==> src/rtl/tt_scan_pkg.sv <==
// Shared types and helpers for the truth-table scanner.
// State encoding plus popcount / lowest-set-bit helpers.
package tt_scan_pkg;

    typedef logic [1:0] state_t;

    localparam state_t IDLE   = 2'd0;
    localparam state_t WAIT   = 2'd1;
    localparam state_t SAMPLE = 2'd2;
    localparam state_t DONE   = 2'd3;

    // Number of set bits in a table of up to 64 entries
    function automatic logic [6:0] popcount(input logic [63:0] v);
        logic [6:0] c;
        c = '0;
        for (int i = 0; i < 64; i++) begin
            c = c + 7'(v[i]);
        end
        return c;
    endfunction

    // Lowest set bit position; 0 when no bit is set
    function automatic logic [5:0] first_set(input logic [63:0] v);
        logic [5:0] p;
        logic       f;
        p = '0;
        f = 1'b0;
        for (int i = 0; i < 64; i++) begin
            if (v[i] && !f) begin
                p = 6'(i);
                f = 1'b1;
            end
        end
        return p;
    endfunction

endpackage

==> src/rtl/truth_table_scanner_settle_timer.sv <==
// Settle counter: counts WAIT cycles, flags the last one.
// Wraps back to zero on its own when the flag is taken.
module settle_timer #(
    parameter int SETTLE = 1
) (
    input  logic clk,
    input  logic rst_n,
    input  logic clr,
    input  logic en,
    output logic tc
);

    localparam int W = (SETTLE < 2) ? 1 : $clog2(SETTLE + 1);
    localparam logic [W-1:0] LAST = W'(SETTLE - 1);

    logic [W-1:0] cnt;

    // Terminal flag on the final settle cycle
    always_comb tc = (cnt == LAST);

    // Counter: clear on request, step while enabled
    always_ff @(posedge clk or negedge rst_n) begin
        if (!rst_n) begin
            cnt <= '0;
        end else if (clr) begin
            cnt <= '0;
        end else if (en) begin
            cnt <= tc ? '0 : cnt + W'(1);
        end
    end

endmodule

==> src/rtl/truth_table_scanner.sv <==
// Sweeps every input vector of an N-input function, builds
// its truth table and checks it against a golden mask.
module truth_table_scanner
    import tt_scan_pkg::*;
#(
    parameter int N      = 3,
    parameter int SETTLE = 1
) (
    input  logic              clk,
    input  logic              rst_n,
    input  logic              start,
    input  logic [2**N-1:0]   expected,
    input  logic              f_in,
    output logic [N-1:0]      vec,
    output logic              busy,
    output logic              done,
    output logic [2**N-1:0]   table_q,
    output logic              pass,
    output logic [N-1:0]      first_fail,
    output logic [N:0]        n_ones
);

    localparam int T = 2**N;

    state_t         state;
    state_t         state_nxt;
    logic [T-1:0]   exp_q;
    logic [T-1:0]   tbl_nxt;
    logic [N-1:0]   idx;
    logic           last;
    logic           tc;
    logic [N:0]     pc;
    logic [N-1:0]   ff;

    settle_timer #(
        .SETTLE (SETTLE)
    ) u_timer (
        .clk   (clk),
        .rst_n (rst_n),
        .clr   (state == IDLE),
        .en    (state == WAIT),
        .tc    (tc)
    );

    // Table with the current sample merged in, and its results
    always_comb begin
        tbl_nxt      = table_q;
        tbl_nxt[idx] = f_in;
        last         = (idx == {N{1'b1}});
        pc           = (N+1)'(popcount(64'(tbl_nxt)));
        ff           = N'(first_set(64'(tbl_nxt ^ exp_q)));
    end

    // State register
    always_ff @(posedge clk or negedge rst_n) begin
        if (!rst_n) begin
            state <= IDLE;
        end else begin
            state <= state_nxt;
        end
    end

    // Next-state logic
    always_comb begin
        state_nxt = state;
        unique case (state)
            IDLE:    if (start) state_nxt = WAIT;
            WAIT:    if (tc) state_nxt = SAMPLE;
            SAMPLE:  state_nxt = last ? DONE : WAIT;
            DONE:    state_nxt = IDLE;
            default: state_nxt = IDLE;
        endcase
    end

    // Status outputs decoded from state
    always_comb begin
        busy = (state != IDLE);
        done = (state == DONE);
    end

    // Index, vector, table and result registers
    always_ff @(posedge clk or negedge rst_n) begin
        if (!rst_n) begin
            exp_q      <= '0;
            idx        <= '0;
            vec        <= '0;
            table_q    <= '0;
            pass       <= 1'b0;
            first_fail <= '0;
            n_ones     <= '0;
        end else begin
            unique case (state)
                IDLE: begin
                    if (start) begin
                        exp_q   <= expected;
                        idx     <= '0;
                        vec     <= '0;
                        table_q <= '0;
                        pass    <= 1'b0;
                    end
                end
                SAMPLE: begin
                    table_q <= tbl_nxt;
                    if (last) begin
                        pass       <= (tbl_nxt == exp_q);
                        first_fail <= ff;
                        n_ones     <= pc;
                    end else begin
                        idx <= idx + N'(1);
                        vec <= idx + N'(1);
                    end
                end
                default: begin
                end
            endcase
        end
    end

endmodule
==> config.mk <==
export PLATFORM = sky130hd
export DESIGN_NAME = truth_table_scanner
export DESIGN_NICKNAME = d
export VERILOG_FILES = /design/src/rtl/tt_scan_pkg.sv /design/src/rtl/truth_table_scanner_settle_timer.sv /design/src/rtl/truth_table_scanner.sv
export SDC_FILE = /design/constraint.sdc
export NUM_CORES = 1
export LEC_CHECK = 0
export CORE_MARGIN = 2
export CORE_UTILIZATION = 48
export CTS_BUF_LIST = sky130_fd_sc_hd__clkbuf_8
export DETAILED_ROUTE_END_ITERATION = 10
export PLACE_DENSITY = 0.8
export SETUP_SLACK_MARGIN = 0.2
export SLEW_MARGIN = 5
export SYNTH_ARGS = -nofsm -noshare
export SYNTH_HDL_FRONTEND = slang
export SYNTH_HIERARCHICAL = 1
export SYNTH_SLANG_ARGS = --single-unit
export TNS_END_PERCENT = 1
==> constraint.sdc <==
create_clock -name clk -period 3.7 [get_ports clk]
set_clock_uncertainty 0.2 [all_clocks]
set_input_delay 1.11 -clock clk [delete_from_list [all_inputs] [get_ports clk]]
set_output_delay 1.11 -clock clk [all_outputs]
set_load 0.01 [all_outputs]
After elaboration in Yosys (flattened, before gate mapping) --
Index checks and enable logic that the tools add are counted.
Operators by class: $add $sub $neg 9, magnitude comparators 2, equal/unequal tests 9, mux-type cells 144, bitwise operators 1, reduce and logical (&&, ||, !) cells 137
Operator list (count):
- $mux 3 | 63
- $mux 1 | 70
- $logic_not 1->1 | 63
- $logic_and 1x1->1 const A | 56
- $add 4x1->4 | 4
- $pmux 8 s2 | 1
- $bwmux 8 | 1
- $eq 8x8->1 | 1
- $logic_and 1x1->1 | 8
- $mux 2 | 4
- $mux 8 | 1
- $ne 2x2->1 const B | 4
- $pmux 2 s4 | 1
- $reduce_and 2->1 | 4
- $xor 8x8->8 | 1
- $pmux 3 s2 | 1
- $reduce_and 3->1 | 2
- $reduce_bool 2->1 | 3
- $add 3x1->4 | 1
- $eq 2x2->1 const B | 2
- $lt 3x4->1 const B | 1
- $add 2x1->3 | 1
- $add 3x1->3 const B | 1
- $demux 1 s3 | 1
- other kinds (7) | 7
Word-level totals: bits in registers 30, output and inout port bits 21, logic and storage cells 310

Depth between registers and ports, before layout --
depth in word-level cells 196, depth in mapped cells 14

By module --
Netlist, hierarchy kept.
Modules (own cells, without submodules):
- truth_table_scanner | instances 1, cells each 156, area an instance 1695.4 um^2
- settle_timer | instances 1, cells each 2, area an instance 11.3 um^2

Least setup slack after synthesis --
No wires, ideal clock.
kind input-to-reg, from input f_in, to register n_ones[2], setup time 83 ps, arrival 3938 ps, path slack -520 ps, stages 13, cells stage by stage clkbuf_1 > mux2i_2 > fa_1 > inv_1 > fa_1 > inv_1 > fa_1 > inv_1 > ha_1 > inv_1 > fa_1 > xor2_1 > o21ai_0
Between the ends: longest elaborated chain between the ends 8
Ends and longest elaborated chain:
- start: declaration | line truth_table_scanner.sv:13 | input logic f_in,
- $bwmux 8 (*) | line truth_table_scanner.sv:48 | tbl_nxt[idx] = f_in;
- $add 1x1->2 | line tt_scan_pkg.sv:17 | c = c + 7'(v[i]);
- $add 2x1->3 | line tt_scan_pkg.sv:17
- $add 3x1->4 | line tt_scan_pkg.sv:17
- $add 4x1->4 (3 in a row) | line tt_scan_pkg.sv:17
- $add 4x1->4 (*) | line tt_scan_pkg.sv:17
- end signal: assignment | line truth_table_scanner.sv:107 | n_ones <= pc;
- end: declaration | line truth_table_scanner.sv:20 | output logic [N:0] n_ones
Mark *: on every way between the ends. The rest lies on a longest branch, timed or not. A chain may end at the register's enable or synchronous reset.

Final worst setup path --
from input f_in, to register n_ones[1]
Same word-level chain as after synthesis.

==> out/metrics.yaml <==
placedCellCount: 236
grtUsageTotal: 0.2090
required_ps: 3640
cpPeakStageDelay_ps: 560
final-instance-count-excl-fill: 249
drive_gt1_frac: 0.2463
hpwl_um: 2613
max_freq_ghz: 0.2596
dr.first_iter.drc_count: 55
grt_pass1_wl_um: 6430
hp-class: "reg -> reg"
p_sw_w: 0.0005812
clock_path_buffers: 2
status: "finished, violations left"
p_leak_nw: 1.028
crit_type: "in -> reg"
area_delta_synth_final_pct: 35.12
insertion_delay_ps: 280
cts_tree: "built"
period_minus_slack_ps: 3852
r2r_slack_ps: -70
path_max_fanout: 5
die_w_um: 63.63
power_frac_clock: 0.208
drc: 0
synth.avg_cell_area_um2: 10.80
ant_nets: 0
gp_congestion: 0.8352
p_comb_frac: 0.484
cp.depth: 13
root_buffer: "clkbuf_8"
hold_viol_final: 0
ys_warn_count: 6
synth_area_um2: 1707
rsz0062_at_grt: "yes"
arrival_ps: 3790
postCtsHoldBufs: 0
dieArea_um2: 4048
crit_family: "adder cells"
io_pins: 33
power_density_nw_per_um2: 701.6
ys_seq_elements: 29
grt_max_degree: 30
critical_path_buf_inv_count: 6
finalCritPeriodShare: 1.041
irDropWorstVdd_mv: 0.4794
p_total_w: 0.001618
port_buffers: 32
antenna_found_initial: 0
ctsHtreeMaxLevel: 2
fp.dieH_um: 63.63
grt_pass1_vias: 1351
num_vias: 1282
whs_path_depth: 2
p_seq_frac: 0.309
path_clk_slew_ps: 60
overflow: 0
initial_utilization: 0.5074
reg2reg_depth: 12
core_um2: 3363
finalMaxSlewViolations: 0
cp-end-kind: "register"
worst_slack_ps: -151.6
wl_per_cell_um: 14.24
finalSetupTns_ps: -372.5
cts_buffers: 5
cap_violations: 0
ys_seq_area_frac: 0.4252
wirelength_um: 3545
antenna_cells: 0
timing.slew.headroom: 0.5330
crit_path_top_delay_cell: "fa_1"
violations: "setup timing"
synthCells: 158
p_int_w: 0.001037
setup_viol: 3
worstMarginPinSlew_ps: 700.5
final_nets: 223
syn_nets: 179
p_sw_frac: 0.3592
crit_chain: "buf_6 > buf_8 > mux2i_4 > fa_1 > inv_2 > fa_1 > inv_2 > fa_1 > inv_2 > ha_4 > inv_2 > fa_2 > o21ai_1"
viasPerCell: 5.149
cp-start-kind: "primary input"
dr.pass1.iters: 4
critPathMostFrequentCell: "inv_2"
fin_area_um2: 2306
dpl_cell_area_um2: 2122
numClockSinks: 29
rows: 21
synth.distinct_cells: 38
[cell usage after synthesis, drive strengths merged]
cell type	n	area (um2)
buf	6	50.04
clkbuf	5	18.77
or2	1	6.260
xnor2	7	68.82
nor3	1	5.000
nand3b	5	37.54
nand3	2	10.01
nor2b	4	25.02
inv	11	41.29
a211o	1	8.760
a22o	6	52.55
nand2b	4	25.02
o31ai	2	20.02
nor3b	3	33.78
mux2	10	112.6
ha	5	62.56
o21bai	1	7.510
nor4	1	12.51
a41oi	1	8.760
fa	4	80.08
dfrtp	29	725.7
xor2	2	17.52
o22ai	8	50.05
nor2	6	22.52
o21ai	3	15.01
conb	1	3.750
mux2i	8	96.34
and2	2	12.51
nand2	15	56.30
a21oi	4	20.02
[state kept, by name, indices dropped and copies added (netlist names)]
signal,count
first_fail,3
n_ones,4
state,2
idx,3
exp_q,8
pass,1
table_q,8
[cell families after synthesis]
family          after synthesis  share of synthesized area
xor+xnor                      9                    0.05059
flops                        29                     0.4252
buf+inv                      22                    0.06451
other cells                   1                   0.002197
compound gates               26                     0.1070
fa+ha+maj                     9                    0.08358
mux                          18                     0.1224
simple gates                 44                     0.1444
[power groups by stage]
stage | sequential, W | combinational, W | clock, W
3_5_place_dp | 0.000503 | 0.000713 | 0
6_report | 0.000499 | 0.000783 | 0.000336
2_1_floorplan | 0.000474 | 0.000543 | 0
5_1_grt | 0.000513 | 0.000874 | 0.000363
4_1_cts | 0.000496 | 0.000759 | 0.000341
3_3_place_gp | 0.000494 | 0.000681 | 0
[worst paths after layout]
check,from,end
min in group asynchronous,rst_n,table_q[5]$_DFFE_PN0P_
setup / recovery,f_in,n_ones[1]$_DFFE_PN0P_
setup reg to reg,idx[1]$_DFFE_PN0P_,n_ones[1]$_DFFE_PN0P_
max in group asynchronous,rst_n,first_fail[1]$_DFFE_PN0P_
hold / removal,first_fail[2]$_DFFE_PN0P_,first_fail[2]$_DFFE_PN0P_
hold reg to reg,first_fail[2]$_DFFE_PN0P_,first_fail[2]$_DFFE_PN0P_
[per-stage QoR]
step,worst slack (ps),hold WS (ps),util
final,-151.6,284.9,0.6856
after global routing,-232.8,326.1,0.6856
after CTS,-117.5,295.9,0.6775
after detailed placement,-893.3,282.0,0.6310
after global placement,-828.7,270.2,0.6310
after floorplan,-264.2,301.0,-
[timing repair]
item                                   CTS  global route
setup endpoints to repair                4             4
gates resized for setup                 10             5
pin swaps                                4             3
setup buffers                            3             2
endpoints found under the hold margin    0             0
[cell type report]
type / instances / area, um2
tap: 46 / 57.56
sequential: 29 / 725.7
fill: 275 / 1057
multi-input combinational: 107 / 915.9
clock inverter: 2 / 33.78
timing repair buffer: 48 / 449.2
clock buffer: 6 / 82.58
inverter: 11 / 41.29
[per-layer routing]
metal / up-vias / part of all wire / global-route usage
met3: 5 / 0.036 / 0.06607
met2: 24 / 0.54 / 0.3711
met5: - / 0 / 0
li1: 626 / - / -
met4: 0 / 0.013 / 0.05707
met1: 627 / 0.41 / 0.2413
[cell usage in the layout (no fill, tap or decap), types with 2 or more instances in the layout]
master           netlist  layout
inv_1                 11       8
o22ai_1                8       8
dfrtp_1               29      29
nand2_1               15      15
xor2_1                 2       2
and2_1                 2       2
a21oi_1                4       3
clkbuf_8               0       6
buf_4                  1      15
a22o_1                 6       6
nand3b_1               5       5
nand3_1                2       2
nor2_1                 6       6
clkdlybuf4s50_1        0      31
mux2_2                10      10
mux2i_1                6       5
o21ai_1                0       2
mux2i_4                1       3
fa_1                   4       3
nand2b_1               4       4
inv_2                  0       4
nor2b_1                4       4
nor3b_1                2       2
xnor2_1                6       6
ha_1                   5       4
[tightest hold or removal path, stage by stage (launching register included)]
cell and delay [ps]:
dfrtp_1 340, nand2_1 50, o21ai_0 60
Note: power is estimated with default switching activity, not from simulation.
